## config.mk

```make
export PLATFORM = sky130hd
export DESIGN_NAME = segment_selector_flat
export DESIGN_NICKNAME = d
export VERILOG_FILES = /design/src/rtl/sampler_pkg.sv /design/src/rtl/segment_selector_if.sv /design/src/rtl/lfsr16.sv /design/src/rtl/segment_selector.sv /design/src/flat_wrapper.sv
export SDC_FILE = /design/constraint.sdc
export NUM_CORES = 1
export LEC_CHECK = 0
export CORE_MARGIN = 3
export CORE_UTILIZATION = 40
export DETAILED_ROUTE_END_ITERATION = 16
export GPL_ROUTABILITY_DRIVEN = 0
export PLACE_DENSITY = 0.67
export SYNTH_ARGS = -nofsm -noshare
export SYNTH_HDL_FRONTEND = slang
export SYNTH_HIERARCHICAL = 1
export SYNTH_SLANG_ARGS = --single-unit
```

## constraint.sdc

```tcl
create_clock -name in_clock -period 5.1 [get_ports in_clock]
set_input_delay 1.02 -clock in_clock [delete_from_list [all_inputs] [get_ports in_clock]]
set_output_delay 1.02 -clock in_clock [all_outputs]
set_load 0.05 [all_outputs]
```

## src/rtl/sampler_pkg.sv

```systemverilog
// -----------------------------------------------------------------------------
// sampler_pkg
// Shared definitions for the probabilistic-search Sampler path:
//   - segment type encodings (seg_type_e)
//   - default value width for from/to/weight fields
//   - 16-bit LFSR width, tap mask, reset value and single-step function
//   - segment_selector FSM state encoding
// -----------------------------------------------------------------------------
package sampler_pkg;

    localparam int VAL_W  = 8;
    localparam int LFSR_W = 16;

    // Taps for x^16 + x^14 + x^13 + x^11 + 1 on a left-shifting register:
    // bits 15, 13, 12 and 10 feed the XOR that enters at bit 0.
    localparam logic [LFSR_W-1:0] LFSR_TAPS  = 16'hB400;
    localparam logic [LFSR_W-1:0] LFSR_RESET = 16'h0001;

    typedef enum logic [1:0] {
        SEG_INVALID = 2'd0,
        SEG_EXPDOWN = 2'd1,
        SEG_EXPUP   = 2'd2,
        SEG_UNIFORM = 2'd3
    } seg_type_e;

    typedef enum logic [2:0] {
        ST_IDLE,
        ST_ACCUM,
        ST_DRAW,
        ST_SCAN,
        ST_DONE
    } sel_state_e;

    // One Fibonacci step: shift left, feedback parity enters at bit 0.
    function automatic logic [LFSR_W-1:0] lfsr_step(input logic [LFSR_W-1:0] v);
        return {v[LFSR_W-2:0], ^(v & LFSR_TAPS)};
    endfunction

endpackage

```

## src/rtl/segment_selector_if.sv

```systemverilog
// -----------------------------------------------------------------------------
// segment_selector_if
// Groups the seed, table-write, request and result signals of segment_selector.
//   master : the controller side (drives in_*, observes out_*)
//   slave  : the segment_selector side
// Parameters must match the ones given to segment_selector.
// -----------------------------------------------------------------------------
interface segment_selector_if #(
    parameter int IDX_W  = 3,
    parameter int VAL_W  = 8,
    parameter int PROB_W = 8
);
    // LFSR seeding
    logic              in_seed_load;
    logic [15:0]       in_seed;
    // Table write port
    logic              in_wr_en;
    logic [IDX_W-1:0]  in_wr_index;
    logic [VAL_W-1:0]  in_wr_from;
    logic [VAL_W-1:0]  in_wr_to;
    logic [1:0]        in_wr_type;
    logic [VAL_W-1:0]  in_wr_weight;
    logic [PROB_W-1:0] in_wr_prob;
    // Request
    logic [IDX_W:0]    in_num_segments;
    logic              in_start;
    // Result
    logic              out_busy;
    logic              out_valid;
    logic              out_error;
    logic [IDX_W-1:0]  out_index;
    logic [VAL_W-1:0]  out_from;
    logic [VAL_W-1:0]  out_to;
    logic [1:0]        out_type;
    logic [VAL_W-1:0]  out_weight;

    modport master (
        output in_seed_load, in_seed,
        output in_wr_en, in_wr_index, in_wr_from, in_wr_to, in_wr_type,
        output in_wr_weight, in_wr_prob,
        output in_num_segments, in_start,
        input  out_busy, out_valid, out_error, out_index,
        input  out_from, out_to, out_type, out_weight
    );

    modport slave (
        input  in_seed_load, in_seed,
        input  in_wr_en, in_wr_index, in_wr_from, in_wr_to, in_wr_type,
        input  in_wr_weight, in_wr_prob,
        input  in_num_segments, in_start,
        output out_busy, out_valid, out_error, out_index,
        output out_from, out_to, out_type, out_weight
    );

endinterface

```

## src/rtl/lfsr16.sv

```systemverilog
// -----------------------------------------------------------------------------
// lfsr16
// 16-bit Fibonacci LFSR, polynomial x^16 + x^14 + x^13 + x^11 + 1.
// Ports:
//   in_clock   rising-edge clock
//   in_reset   synchronous active-low reset (value -> 16'h0001)
//   in_enable  advance one step this cycle
//   in_load    load in_seed (takes priority over in_enable); seed 0 -> 16'h0001
//   in_seed    seed value
//   out_value  current register value
// -----------------------------------------------------------------------------
module lfsr16
    import sampler_pkg::*;
(
    input  logic              in_clock,
    input  logic              in_reset,
    input  logic              in_enable,
    input  logic              in_load,
    input  logic [LFSR_W-1:0] in_seed,
    output logic [LFSR_W-1:0] out_value
);

    logic [LFSR_W-1:0] value_q;
    logic [LFSR_W-1:0] value_d;

    // An all-zero state would lock the register, so a zero seed is remapped.
    always_comb begin
        value_d = value_q;
        if (in_load) begin
            value_d = (in_seed == '0) ? LFSR_RESET : in_seed;
        end else if (in_enable) begin
            value_d = lfsr_step(value_q);
        end
    end

    always_ff @(posedge in_clock) begin
        if (!in_reset) begin
            value_q <= LFSR_RESET;
        end else begin
            value_q <= value_d;
        end
    end

    assign out_value = value_q;

endmodule

```

## src/rtl/segment_selector.sv

```systemverilog
// -----------------------------------------------------------------------------
// segment_selector
// Holds up to MAX_SEGMENTS segment descriptors (from, to, type, weight, prob)
// and, on request, picks one at random with probability proportional to its
// prob field. The chosen entry is presented with a one-cycle out_valid pulse.
// Ports:
//   in_clock  rising-edge clock
//   in_reset  synchronous active-low reset (table contents are kept)
//   bus_if    slave side of segment_selector_if: seed load, table write,
//             start/num_segments request, busy/valid/error and result fields
// Flow: IDLE -> ACCUM (sum probs, N cycles) -> DRAW (scale LFSR into
// [0,total)) -> SCAN (walk cumulative sum, <= N cycles) -> DONE -> IDLE.
// -----------------------------------------------------------------------------
module segment_selector #(
    parameter int MAX_SEGMENTS = 8,
    parameter int IDX_W        = 3,
    parameter int VAL_W        = sampler_pkg::VAL_W,
    parameter int PROB_W       = 8
) (
    input  logic              in_clock,
    input  logic              in_reset,
    segment_selector_if.slave bus_if
);
    import sampler_pkg::*;

    // N entries of PROB_W bits sum to at most PROB_W+IDX_W+1 bits.
    localparam int TOT_W  = PROB_W + IDX_W + 1;
    localparam int PROD_W = LFSR_W + TOT_W;

    // Segment table (no reset: contents survive in_reset)
    logic [VAL_W-1:0]  from_mem   [MAX_SEGMENTS];
    logic [VAL_W-1:0]  to_mem     [MAX_SEGMENTS];
    logic [1:0]        type_mem   [MAX_SEGMENTS];
    logic [VAL_W-1:0]  weight_mem [MAX_SEGMENTS];
    logic [PROB_W-1:0] prob_mem   [MAX_SEGMENTS];

    // FSM state and datapath registers
    sel_state_e        state_q;
    logic [IDX_W:0]    n_q;
    logic [IDX_W-1:0]  i_q;
    logic [TOT_W-1:0]  total_q;
    logic [TOT_W-1:0]  cum_q;
    logic [TOT_W-1:0]  target_q;

    // Registered outputs
    logic              busy_q;
    logic              valid_q;
    logic              error_q;
    logic [IDX_W-1:0]  index_q;
    logic [VAL_W-1:0]  from_q;
    logic [VAL_W-1:0]  to_q;
    logic [1:0]        type_q;
    logic [VAL_W-1:0]  weight_q;

    // Combinational helpers
    logic              wr_accept;
    logic              seed_load_ok;
    logic              lfsr_advance;
    logic              start_n_ok;
    logic              last_entry;
    logic              hit;
    logic [LFSR_W-1:0] lfsr_value;
    logic [PROB_W-1:0] entry_prob;
    logic [TOT_W-1:0]  total_d;
    logic [TOT_W-1:0]  cum_d;
    logic [TOT_W-1:0]  target_d;
    logic [PROD_W-1:0] product;

    assign wr_accept    = bus_if.in_wr_en && (state_q == ST_IDLE);
    assign seed_load_ok = bus_if.in_seed_load && (state_q == ST_IDLE);
    assign lfsr_advance = (state_q == ST_DRAW);

    assign start_n_ok = (bus_if.in_num_segments != '0) &&
                        (bus_if.in_num_segments <= (IDX_W+1)'(MAX_SEGMENTS));

    assign entry_prob = prob_mem[i_q];
    assign total_d    = total_q + TOT_W'(entry_prob);
    assign cum_d      = cum_q + TOT_W'(entry_prob);
    assign last_entry = ({1'b0, i_q} == (n_q - (IDX_W+1)'(1)));

    // Strict compare: an entry with prob 0 leaves cum unchanged, so it can
    // never be the first index where target < cum.
    assign hit = (target_q < cum_d);

    // (lfsr * total) >> 16 lies in [0, total) because lfsr < 2^16.
    assign product  = PROD_W'(lfsr_value) * PROD_W'(total_q);
    assign target_d = TOT_W'(product >> LFSR_W);

    lfsr16 u_lfsr (
        .in_clock  (in_clock),
        .in_reset  (in_reset),
        .in_enable (lfsr_advance),
        .in_load   (seed_load_ok),
        .in_seed   (bus_if.in_seed),
        .out_value (lfsr_value)
    );

    // Table write port
    always_ff @(posedge in_clock) begin
        if (wr_accept) begin
            from_mem[bus_if.in_wr_index]   <= bus_if.in_wr_from;
            to_mem[bus_if.in_wr_index]     <= bus_if.in_wr_to;
            type_mem[bus_if.in_wr_index]   <= bus_if.in_wr_type;
            weight_mem[bus_if.in_wr_index] <= bus_if.in_wr_weight;
            prob_mem[bus_if.in_wr_index]   <= bus_if.in_wr_prob;
        end
    end

    // Selection FSM with registered outputs
    always_ff @(posedge in_clock) begin
        if (!in_reset) begin
            state_q  <= ST_IDLE;
            n_q      <= '0;
            i_q      <= '0;
            total_q  <= '0;
            cum_q    <= '0;
            target_q <= '0;
            busy_q   <= 1'b0;
            valid_q  <= 1'b0;
            error_q  <= 1'b0;
            index_q  <= '0;
            from_q   <= '0;
            to_q     <= '0;
            type_q   <= SEG_INVALID;
            weight_q <= '0;
        end else begin
            valid_q <= 1'b0;
            error_q <= 1'b0;
            case (state_q)
                ST_IDLE: begin
                    if (bus_if.in_start) begin
                        if (start_n_ok) begin
                            n_q     <= bus_if.in_num_segments;
                            i_q     <= '0;
                            total_q <= '0;
                            busy_q  <= 1'b1;
                            state_q <= ST_ACCUM;
                        end else begin
                            error_q <= 1'b1;
                        end
                    end
                end
                ST_ACCUM: begin
                    total_q <= total_d;
                    i_q     <= i_q + IDX_W'(1);
                    if (last_entry) begin
                        if (total_d == '0) begin
                            error_q <= 1'b1;
                            busy_q  <= 1'b0;
                            state_q <= ST_IDLE;
                        end else begin
                            state_q <= ST_DRAW;
                        end
                    end
                end
                ST_DRAW: begin
                    target_q <= target_d;
                    cum_q    <= '0;
                    i_q      <= '0;
                    state_q  <= ST_SCAN;
                end
                ST_SCAN: begin
                    cum_q <= cum_d;
                    i_q   <= i_q + IDX_W'(1);
                    if (hit) begin
                        index_q  <= i_q;
                        from_q   <= from_mem[i_q];
                        to_q     <= to_mem[i_q];
                        type_q   <= type_mem[i_q];
                        weight_q <= weight_mem[i_q];
                        valid_q  <= 1'b1;
                        busy_q   <= 1'b0;
                        state_q  <= ST_DONE;
                    end else if (last_entry) begin
                        // Unreachable while target < total; kept so a
                        // corrupted target can never wedge the FSM.
                        error_q <= 1'b1;
                        busy_q  <= 1'b0;
                        state_q <= ST_IDLE;
                    end
                end
                ST_DONE: begin
                    state_q <= ST_IDLE;
                end
                default: begin
                    state_q <= ST_IDLE;
                    busy_q  <= 1'b0;
                end
            endcase
        end
    end

    assign bus_if.out_busy   = busy_q;
    assign bus_if.out_valid  = valid_q;
    assign bus_if.out_error  = error_q;
    assign bus_if.out_index  = index_q;
    assign bus_if.out_from   = from_q;
    assign bus_if.out_to     = to_q;
    assign bus_if.out_type   = type_q;
    assign bus_if.out_weight = weight_q;

endmodule

```

## src/flat_wrapper.sv

```systemverilog
// flat-port wrapper written by rule: the top's interface ports become plain ports
module segment_selector_flat import sampler_pkg::*;
#(
    parameter int MAX_SEGMENTS = 8,
    parameter int IDX_W        = 3,
    parameter int VAL_W        = sampler_pkg::VAL_W,
    parameter int PROB_W       = 8
)
  (in_clock, in_reset, bus_if_in_seed_load, bus_if_in_seed, bus_if_in_wr_en, bus_if_in_wr_index, bus_if_in_wr_from, bus_if_in_wr_to, bus_if_in_wr_type, bus_if_in_wr_weight, bus_if_in_wr_prob, bus_if_in_num_segments, bus_if_in_start, bus_if_out_busy, bus_if_out_valid, bus_if_out_error, bus_if_out_index, bus_if_out_from, bus_if_out_to, bus_if_out_type, bus_if_out_weight);
  segment_selector_if #(.IDX_W(IDX_W), .VAL_W(VAL_W), .PROB_W(PROB_W)) bus_if_i ();
  input  logic in_clock;
  input  logic in_reset;
  input wire logic [$bits(bus_if_i.in_seed_load)-1:0] bus_if_in_seed_load;
  input wire logic [$bits(bus_if_i.in_seed)-1:0] bus_if_in_seed;
  input wire logic [$bits(bus_if_i.in_wr_en)-1:0] bus_if_in_wr_en;
  input wire logic [$bits(bus_if_i.in_wr_index)-1:0] bus_if_in_wr_index;
  input wire logic [$bits(bus_if_i.in_wr_from)-1:0] bus_if_in_wr_from;
  input wire logic [$bits(bus_if_i.in_wr_to)-1:0] bus_if_in_wr_to;
  input wire logic [$bits(bus_if_i.in_wr_type)-1:0] bus_if_in_wr_type;
  input wire logic [$bits(bus_if_i.in_wr_weight)-1:0] bus_if_in_wr_weight;
  input wire logic [$bits(bus_if_i.in_wr_prob)-1:0] bus_if_in_wr_prob;
  input wire logic [$bits(bus_if_i.in_num_segments)-1:0] bus_if_in_num_segments;
  input wire logic [$bits(bus_if_i.in_start)-1:0] bus_if_in_start;
  output wire logic [$bits(bus_if_i.out_busy)-1:0] bus_if_out_busy;
  output wire logic [$bits(bus_if_i.out_valid)-1:0] bus_if_out_valid;
  output wire logic [$bits(bus_if_i.out_error)-1:0] bus_if_out_error;
  output wire logic [$bits(bus_if_i.out_index)-1:0] bus_if_out_index;
  output wire logic [$bits(bus_if_i.out_from)-1:0] bus_if_out_from;
  output wire logic [$bits(bus_if_i.out_to)-1:0] bus_if_out_to;
  output wire logic [$bits(bus_if_i.out_type)-1:0] bus_if_out_type;
  output wire logic [$bits(bus_if_i.out_weight)-1:0] bus_if_out_weight;
  assign bus_if_i.in_seed_load = bus_if_in_seed_load;
  assign bus_if_i.in_seed = bus_if_in_seed;
  assign bus_if_i.in_wr_en = bus_if_in_wr_en;
  assign bus_if_i.in_wr_index = bus_if_in_wr_index;
  assign bus_if_i.in_wr_from = bus_if_in_wr_from;
  assign bus_if_i.in_wr_to = bus_if_in_wr_to;
  assign bus_if_i.in_wr_type = bus_if_in_wr_type;
  assign bus_if_i.in_wr_weight = bus_if_in_wr_weight;
  assign bus_if_i.in_wr_prob = bus_if_in_wr_prob;
  assign bus_if_i.in_num_segments = bus_if_in_num_segments;
  assign bus_if_i.in_start = bus_if_in_start;
  assign bus_if_out_busy = bus_if_i.out_busy;
  assign bus_if_out_valid = bus_if_i.out_valid;
  assign bus_if_out_error = bus_if_i.out_error;
  assign bus_if_out_index = bus_if_i.out_index;
  assign bus_if_out_from = bus_if_i.out_from;
  assign bus_if_out_to = bus_if_i.out_to;
  assign bus_if_out_type = bus_if_i.out_type;
  assign bus_if_out_weight = bus_if_i.out_weight;
  segment_selector #(.MAX_SEGMENTS(MAX_SEGMENTS), .IDX_W(IDX_W), .VAL_W(VAL_W), .PROB_W(PROB_W)) u_core (.in_clock(in_clock), .in_reset(in_reset), .bus_if(bus_if_i));
endmodule
```

==> summary.txt, run 1 <==
Timing
  • Max-slew violations: 0
  • Final Hold Viols: 0
  • Slack of the critical path: -0.115 ns
  • RSZ-0062 raised after global routing: true
  • Worst Skew: 0.0191 ns
  • Hold slack: 0.464 ns
  • Fmax: 192 MHz
  • Final min period: 5.22 ns
  • Number of setup violations in the final report: 6
  • Worst slew pin tran: 0.960 ns
  • Fin crit share: 102%
  • Rel. slew slack: 36.0%

Global route
  • Tot GR Track Use: 17.7%
  • Largest net degree at the start of global routing: 57
  • Antenna violations before repair: 2
  • Wire length of the first global-routing pass: 76.0 mm
  • Total congestion overflow: 0
  • Number of global-route vias before repair: 14000

Pwr
  • Power, Total: 8660 uW
  • Switching share of power: 30.3%
  • Clock share of power: 32.9%
  • Pwr/cell area: 349 mW/mm^2
  • Combinational power share: 25.3%
  • Sequential share of power: 41.8%
  • P_sw: 2620 uW
  • IR drop worst, VDD: 0.290 mV
  • Internal Power: 6030 uW
  • Leakage: 0.00951 uW

Clocking
  • Clock buffer depth: 3
  • # clock sinks: 369
  • CTS tree: done
  • Clk Latency, worst-skew pair: 0.55 ns
  • Max H-tree Level: 2
  • Root Driver: clkbuf_16
  • Hold_buf cts: 0
  • Reg clk slew, reported paths: 0.06 ns
  • CTS Buf Count: 38

Placed design
  • # port buffers: 93
  • Placement Cell Area: 0.0232 mm^2
  • Dpl hpwl: 32.6 mm
  • DP Cell Count: 2430

Logic synthesis
  • Gate Count Post-Synth: 1652
  • Number of flops mapped to enable cells by yosys: 272
  • Yosys top cell by area: edfxtp_1
  • Post-synth cell types: 70
  • Synth warn: 6
  • Flip-flop and latch count after synthesis: 369
  • Sequential share of the synthesized area: 48.6%
  • Mean Syn Cell Area: 12.6 um^2
  • Synthesized area: 0.0208 mm^2
  • Synth async-reset ratio: 0%
  • Synth area leaders: edfxtp_1, fa_1, dfxtp_1, mux4_2, ha_1
  • Syn Nets: 1946
  • Top FF cell, synth: edfxtp_1
  • Top-area cell type share of the netlist area: 39.2%

Detailed routing
  • DR iter-0 viols: 850
  • Routed Antenna Nets: 0
  • Routed vias/inst: 5.19
  • Total wire length: 47.2 mm
  • Wire length per cell: 18.8 um
  • Drt first pass iters: 4
  • Via count: 13100
  • Remaining routing DRC violations: 0

Worst setup path
  • Worst EP required: 5.53 ns
  • Worst setup EP type: flop
  • Reg-to-Reg End: u_core/target_q[9]
  • Type of the worst setup path: reg2reg
  • Startpoint Class: flop
  • Crit path arrival time: 5.64 ns
  • FF-to-FF path depth: 20
  • CP Max Fanout: 7
  • R2R Path Start: u_core/u_lfsr/out_value[7]
  • FF-to-FF setup slack: -0.12 ns
  • Worst setup startpoint: u_core/u_lfsr/out_value[7]

Finish
  • Area grow syn2layout: 19.3%
  • Nets: 2108
  • Most common cell after layout, fill and taps aside: edfxtp_1
  • Design area: 0.0248 mm^2
  • Most frequent cells in the layout: edfxtp_1, inv_1, nand2_1
  • Final Util: 48.9%
  • Post-Layout Cell Count: 2518
  • Ratio of cells with drive above 1 in the final layout: 19.1%

Hold path
  • Min-delay src: u_core/target_q[0]
  • Hold EP: u_core/target_q[0]
  • WHS Path Cells: 2
  • Worst min path class: reg2reg

Die
  • Initial Utilization: 41.0%
  • Rows: 82
  • I/O Pins: 94
  • Die ar.: 0.0548 mm^2
  • Chip Height: 234 um
  • Die X: 234 um
  • Core area: 0.0508 mm^2

Run
  • Max_cap viols: 0

Outcome
  • Status: complete, but fails checks
  • Failing checks: negative setup slack
[synthesized netlist by cell type (2+ instances only)]
cell type and count:
clkbuf_1 67, buf_2 12, a21oi_2 2, a211oi_1 31
a21boi_0 2, a41oi_1 3, nor2_1 113, ha_1 91
fa_1 141, a21o_1 13, o211ai_1 2, nand2_1 159
a22oi_1 8, buf_4 3, a211o_1 2, a31oi_1 6
edfxtp_1 272, mux2_2 7, or4_1 3, and3_1 13
o21ai_1 12, mux2i_1 50, nand2b_1 13, o22ai_1 3
nor4b_1 2, mux4_2 68, dfxtp_1 97, nor3b_1 5
nand4b_1 2, or3_1 6, nand3_1 19, and2_1 72
o21ai_0 11, nor4_1 4, a21oi_1 64, xnor2_1 21
buf_1 6, inv_1 184, xor2_1 12, nand4_1 5
nor3_1 12, nor2b_1 6
[power groups by stage]
stage / clock network, uW / logic [uW] / registers (uW)
detailed placement: 0 / 2110 / 3670
global placement: 0 / 2080 / 3670
floorplan: 0 / 1410 / 3640
global route: 3020 / 2400 / 3650
CTS: 2900 / 2180 / 3620
finish: 2850 / 2190 / 3620
[area by class of cell]
class	count	area [um^2]
clock buffers	47	1040
well taps	672	841
fillers	4403	26000
repair buffers	210	1890
clock inverters	22	248
diodes	3	7.51
flip-flops and latches	369	10100
multi-input cells	1010	9970
inverters	185	694
[per-layer routing]
layer / global-route usage [%] / share of wire, %
met4: 4.11 / 2.0
met1: 23.5 / 43
met5: 0 / 0
met2: 29.7 / 49
met3: 3.97 / 6.3
[logic make-up (layout without fill, tap and decap cells)]
| logic type | after synthesis | count (layout) | share of synthesized area, % |
|---|---|---|---|
| compound gates | 181 | 181 | 5.88 |
| xor+xnor | 33 | 33 | 1.39 |
| fa+ha+maj | 232 | 232 | 19.0 |
| buf+inv | 273 | 464 | 5.05 |
| flops | 369 | 369 | 48.6 |
| mux | 125 | 125 | 10.1 |
| other cells | 0 | 3 | 0 |
| simple gates | 439 | 439 | 9.93 |
[worst max path at each step]
stage	endpoint	slack, ns	cells after the start
finish	u_core/target_q[9]	-0.12	20
detailed placement	u_core/target_q[5]	-0.21	18
global route	u_core/target_q[9]	-0.31	19
CTS	u_core/target_q[5]	-0.03	19
floorplan	u_core/target_q[5]	-0.01	19
global placement	u_core/target_q[5]	-0.13	18
[critical path, stage by stage (launching register included)]
cell      delay, ns
dfxtp_2        0.35
buf_12         0.13
nand2_1        0.08
fa_1           0.51
inv_1          0.05
fa_1           0.59
fa_2           0.46
fa_1           0.48
inv_1          0.05
fa_1           0.50
inv_2          0.05
ha_4           0.23
a21oi_4        0.14
nor2b_4        0.06
o311ai_4       0.34
buf_4          0.18
nand4_1        0.22
a31oi_4        0.25
o21bai_1       0.13
xnor2_1        0.19
o21ai_1        0.09
[timing repair]
action	CTS	global route
resized for setup	40	33
hold endpoints to repair	0	0
setup endpoints to repair	11	44
setup buffers	10	8
pin swaps	30	24
[through the flow]
step	worst slack, ns	setup TNS, ns
after floorplan	-0.0128	-0.0128
after global placement	-0.133	-0.456
after detailed placement	-0.208	-0.890
after CTS	-0.0285	-0.0604
after global routing	-0.314	-1.99
final	-0.115	-0.385
[state kept, by name, summed over array words and instances (netlist names), named ones only]
name and cells:
u_core/from_mem 64, u_core/prob_mem 64, u_core/to_mem 64, u_core/weight_mem 64
u_core/type_mem 16, u_core/u_lfsr/out_value 16, u_core/cum_q 12, u_core/target_q 12
u_core/total_q 12, u_core/bus_if.out_from 8, u_core/bus_if.out_to 8, u_core/bus_if.out_weight 8
u_core/n_q 4, u_core/bus_if.out_index 3, u_core/i_q 3, u_core/state_q 3
u_core/bus_if.out_type 2, u_core/bus_if.out_busy 1, u_core/bus_if.out_error 1, u_core/bus_if.out_valid 1
Power figures use the tool's default switching activity.
==> inputs of run 2 (changes only) <==
--- a/config.mk
+++ b/config.mk
@@ -7,6 +7,7 @@
 export LEC_CHECK = 0
 export CORE_MARGIN = 3
 export CORE_UTILIZATION = 40
+export CTS_CLUSTER_SIZE = 25
 export DETAILED_ROUTE_END_ITERATION = 16
 export GPL_ROUTABILITY_DRIVEN = 0
 export PLACE_DENSITY = 0.67
==> results of run 2 <==
The final DEF is identical to that of run 1; final timing and power are the same.
==> inputs of run 3 (changes only) <==
--- a/config.mk
+++ b/config.mk
@@ -10,7 +10,7 @@
 export CTS_CLUSTER_SIZE = 25
 export DETAILED_ROUTE_END_ITERATION = 16
 export GPL_ROUTABILITY_DRIVEN = 0
-export PLACE_DENSITY = 0.67
+export PLACE_DENSITY = 0.65
 export SYNTH_ARGS = -nofsm -noshare
 export SYNTH_HDL_FRONTEND = slang
 export SYNTH_HIERARCHICAL = 1
==> constraint.sdc (replaced) <==
create_clock -name in_clock -period 4.8 [get_ports in_clock]
set_input_delay 0.96 -clock in_clock [delete_from_list [all_inputs] [get_ports in_clock]]
set_output_delay 0.96 -clock in_clock [all_outputs]
set_load 0.05 [all_outputs]
==> summary.txt, run 3 (same netlist as run 1, synthesis figures left out) <==
Worst setup path
  • R2R Path Start: u_core/u_lfsr/out_value[5] (was u_core/u_lfsr/out_value[7])
  • FF-to-FF path depth: 20 (unchanged)
  • Startpoint Class: flop (unchanged)
  • Worst EP required: 5.28 ns (was 5.53 ns)
  • Crit path arrival time: 5.58 ns (was 5.64 ns)
  • FF-to-FF setup slack: -0.30 ns (was -0.12 ns)
  • Type of the worst setup path: reg2reg (unchanged)
  • Worst setup EP type: flop (unchanged)
  • Reg-to-Reg End: u_core/target_q[8] (was u_core/target_q[9])
  • CP Max Fanout: 4 (was 7)

Detailed routing
  • Drt first pass iters: 5 (was 4)
  • Wire length per cell: 18.5 um (was 18.8 um)
  • Routed Antenna Nets: 0 (unchanged)
  • Routed vias/inst: 5.25 (was 5.19)
  • Via count: 13300 (was 13100)
  • Remaining routing DRC violations: 0 (unchanged)
  • Total wire length: 46.7 mm (was 47.2 mm)
  • DR iter-0 viols: 852 (was 850)

Timing
  • Final Hold Viols: 0 (unchanged)
  • Fin crit share: 106% (was 102%)
  • Slack of the critical path: -0.304 ns (was -0.115 ns)
  • Fmax: 196 MHz (was 192 MHz)
  • RSZ-0062 raised after global routing: true (unchanged)
  • Worst Skew: 0.0210 ns (was 0.0191 ns)
  • Number of setup violations in the final report: 12 (was 6)
  • Worst slew pin tran: 0.957 ns (was 0.960 ns)
  • Final min period: 5.10 ns (was 5.22 ns)
  • Rel. slew slack: 36.2% (was 36.0%)
  • Max-slew violations: 0 (unchanged)

Finish
  • Ratio of cells with drive above 1 in the final layout: 20.8% (was 19.1%)
  • N_diodes: 0 (was 3)
  • Multi-input gate area: 0.0101 mm^2 (was 0.00997 mm^2)
  • # fillers: 4405 (was 4403)
  • FF+latch area: 0.0102 mm^2 (was 0.0101 mm^2)
  • Post-Layout Cell Count: 2530 (was 2518)
  • Design area: 0.0252 mm^2 (was 0.0248 mm^2)
  • Most common cell after layout, fill and taps aside: edfxtp_1 (unchanged)
  • Most frequent cells in the layout: edfxtp_1, inv_1, nand2_1 (unchanged)
  • Nets: 2121 (was 2108)
  • Area grow syn2layout: 20.8% (was 19.3%)

Pwr
  • Pwr/cell area: 363 mW/mm^2 (was 349 mW/mm^2)
  • Power, Total: 9130 uW (was 8660 uW)
  • IR drop worst, VDD: 0.341 mV (was 0.290 mV)
  • Leakage: 0.00960 uW (was 0.00951 uW)

Clocking
  • # clock sinks: 369 (unchanged)
  • CTS tree: done (unchanged)
  • Reg clk slew, reported paths: 0.06 ns (about the same)
  • Clk Latency, worst-skew pair: 0.55 ns (about the same)
  • CTS Buf Count: 39 (was 38)
  • Root Driver: clkbuf_16 (unchanged)
  • Clock buffer depth: 3 (unchanged)
  • Max H-tree Level: 2 (unchanged)

Die
  • Chip Height: 234 um (unchanged)
  • Rows: 82 (unchanged)
  • Core area: 0.0508 mm^2 (unchanged)
  • Initial Utilization: 41.0% (unchanged)
  • Die ar.: 0.0548 mm^2 (unchanged)
  • I/O Pins: 94 (unchanged)
  • Die X: 234 um (unchanged)

Hold path
  • Min-delay src: u_core/target_q[0] (unchanged)
  • WHS Path Cells: 2 (unchanged)
  • Hold EP: u_core/target_q[0] (unchanged)
  • Worst min path class: reg2reg (unchanged)

Global route
  • Largest net degree at the start of global routing: 47 (was 57)
  • Antenna violations before repair: 3 (was 2)
  • Number of global-route vias before repair: 14100 (was 14000)
  • Wire length of the first global-routing pass: 74.9 mm (was 76.0 mm)
  • Tot GR Track Use: 17.5% (was 17.7%)
  • Total congestion overflow: 0 (unchanged)

Placed design
  • # port buffers: 93 (unchanged)
  • Dpl hpwl: 32.6 mm (about the same)
  • Placement Cell Area: 0.0234 mm^2 (was 0.0232 mm^2)
  • DP Cell Count: 2440 (was 2430)
  • Pre-CTS WS: -0.442 ns (was -0.208 ns)

Run
  • Max_cap viols: 0 (unchanged)

Outcome
  • Failing checks: negative setup slack (unchanged)
  • Status: complete, but fails checks (unchanged)
==> run 3: changes by cell type in the layout (fill, tap and decap cells not counted), sizes merged <==
cell,previous run,this run
buf,117,129
clkbuf,47,59
clkinv,11,6
bufinv,4,1
diode,3,0
clkinvlp,2,1
==> run 3: worst max-delay path, cell delays in order (launching register included) <==
cell and delay (ns):
dfxtp_4 0.36, buf_6 0.12, and2_4 0.13, fa_1 0.57
fa_1 0.45, fa_2 0.49, fa_1 0.51, inv_2 0.04
fa_1 0.51, inv_2 0.05, ha_4 0.23, a21oi_4 0.16
nor2b_4 0.06, o311ai_4 0.33, buf_4 0.17, nand4_1 0.11
buf_6 0.16, a31oi_4 0.20, xnor2_2 0.14, nand2_1 0.08
a21oi_2 0.15
==> run 3: how the worst max path moves through the flow <==
stage / startpoint / depth (start not counted) / end
after CTS: u_core/total_q[6] / 19 / u_core/target_q[5]
after global routing: u_core/u_lfsr/out_value[5] / 20 / u_core/target_q[7]
final: u_core/u_lfsr/out_value[5] / 20 / u_core/target_q[8]
after global placement: u_core/u_lfsr/out_value[5] / 19 / u_core/target_q[5]
after floorplan: u_core/total_q[11] / 19 / u_core/target_q[5]
after detailed placement: u_core/u_lfsr/out_value[5] / 19 / u_core/target_q[5]
==> run 3: through the flow <==
stage                     util (%)  hold slack, ns  TNS (ns)
after global placement        46.0           0.438     -2.92
after global routing          49.5           0.477     -3.89
after CTS                     49.1           0.465     -1.78
after floorplan                  -           0.427    -0.580
after detailed placement      46.0           0.446     -3.83
final                         49.5           0.455     -2.12
==> run 3: report_power, final <==
group,internal [uW],switching (uW)
clock,1670,1220
sequential,3630,226
combinational,1050,1320
==> run 3: area by class of cell <==
class | count | share of cell area (%)
Sequential cell | 369 | 40.4
Timing Repair Buffer | 222 | 8.27
Inverter | 185 | 2.76
Clock buffer | 59 | 4.42
Clock inverter | 13 | 0.478
Tap cell | 672 | 3.34
Multi-Input combinational cell | 1010 | 40.3
==> run 3: routing by layer <==
metal | vias to the layer above | wire length [um] | global-route usage, % | share of wire [%]
met5 | - | 34 | 0 | 0.073
met1 | 6728 | 19600 | 22.7 | 42
met4 | 4 | 1220 | 5.26 | 2.6
li1 | 6109 | - | - | -
met3 | 93 | 2500 | 3.10 | 5.3
met2 | 336 | 23300 | 30.2 | 50
==> run 3: timing repair <==
item / CTS / global route
pin swaps: 48 / 36
gates resized for setup: 74 / 43
hold buffers: 0 / 0
setup endpoints to repair: 28 / 47
setup buffers: 14 / 7
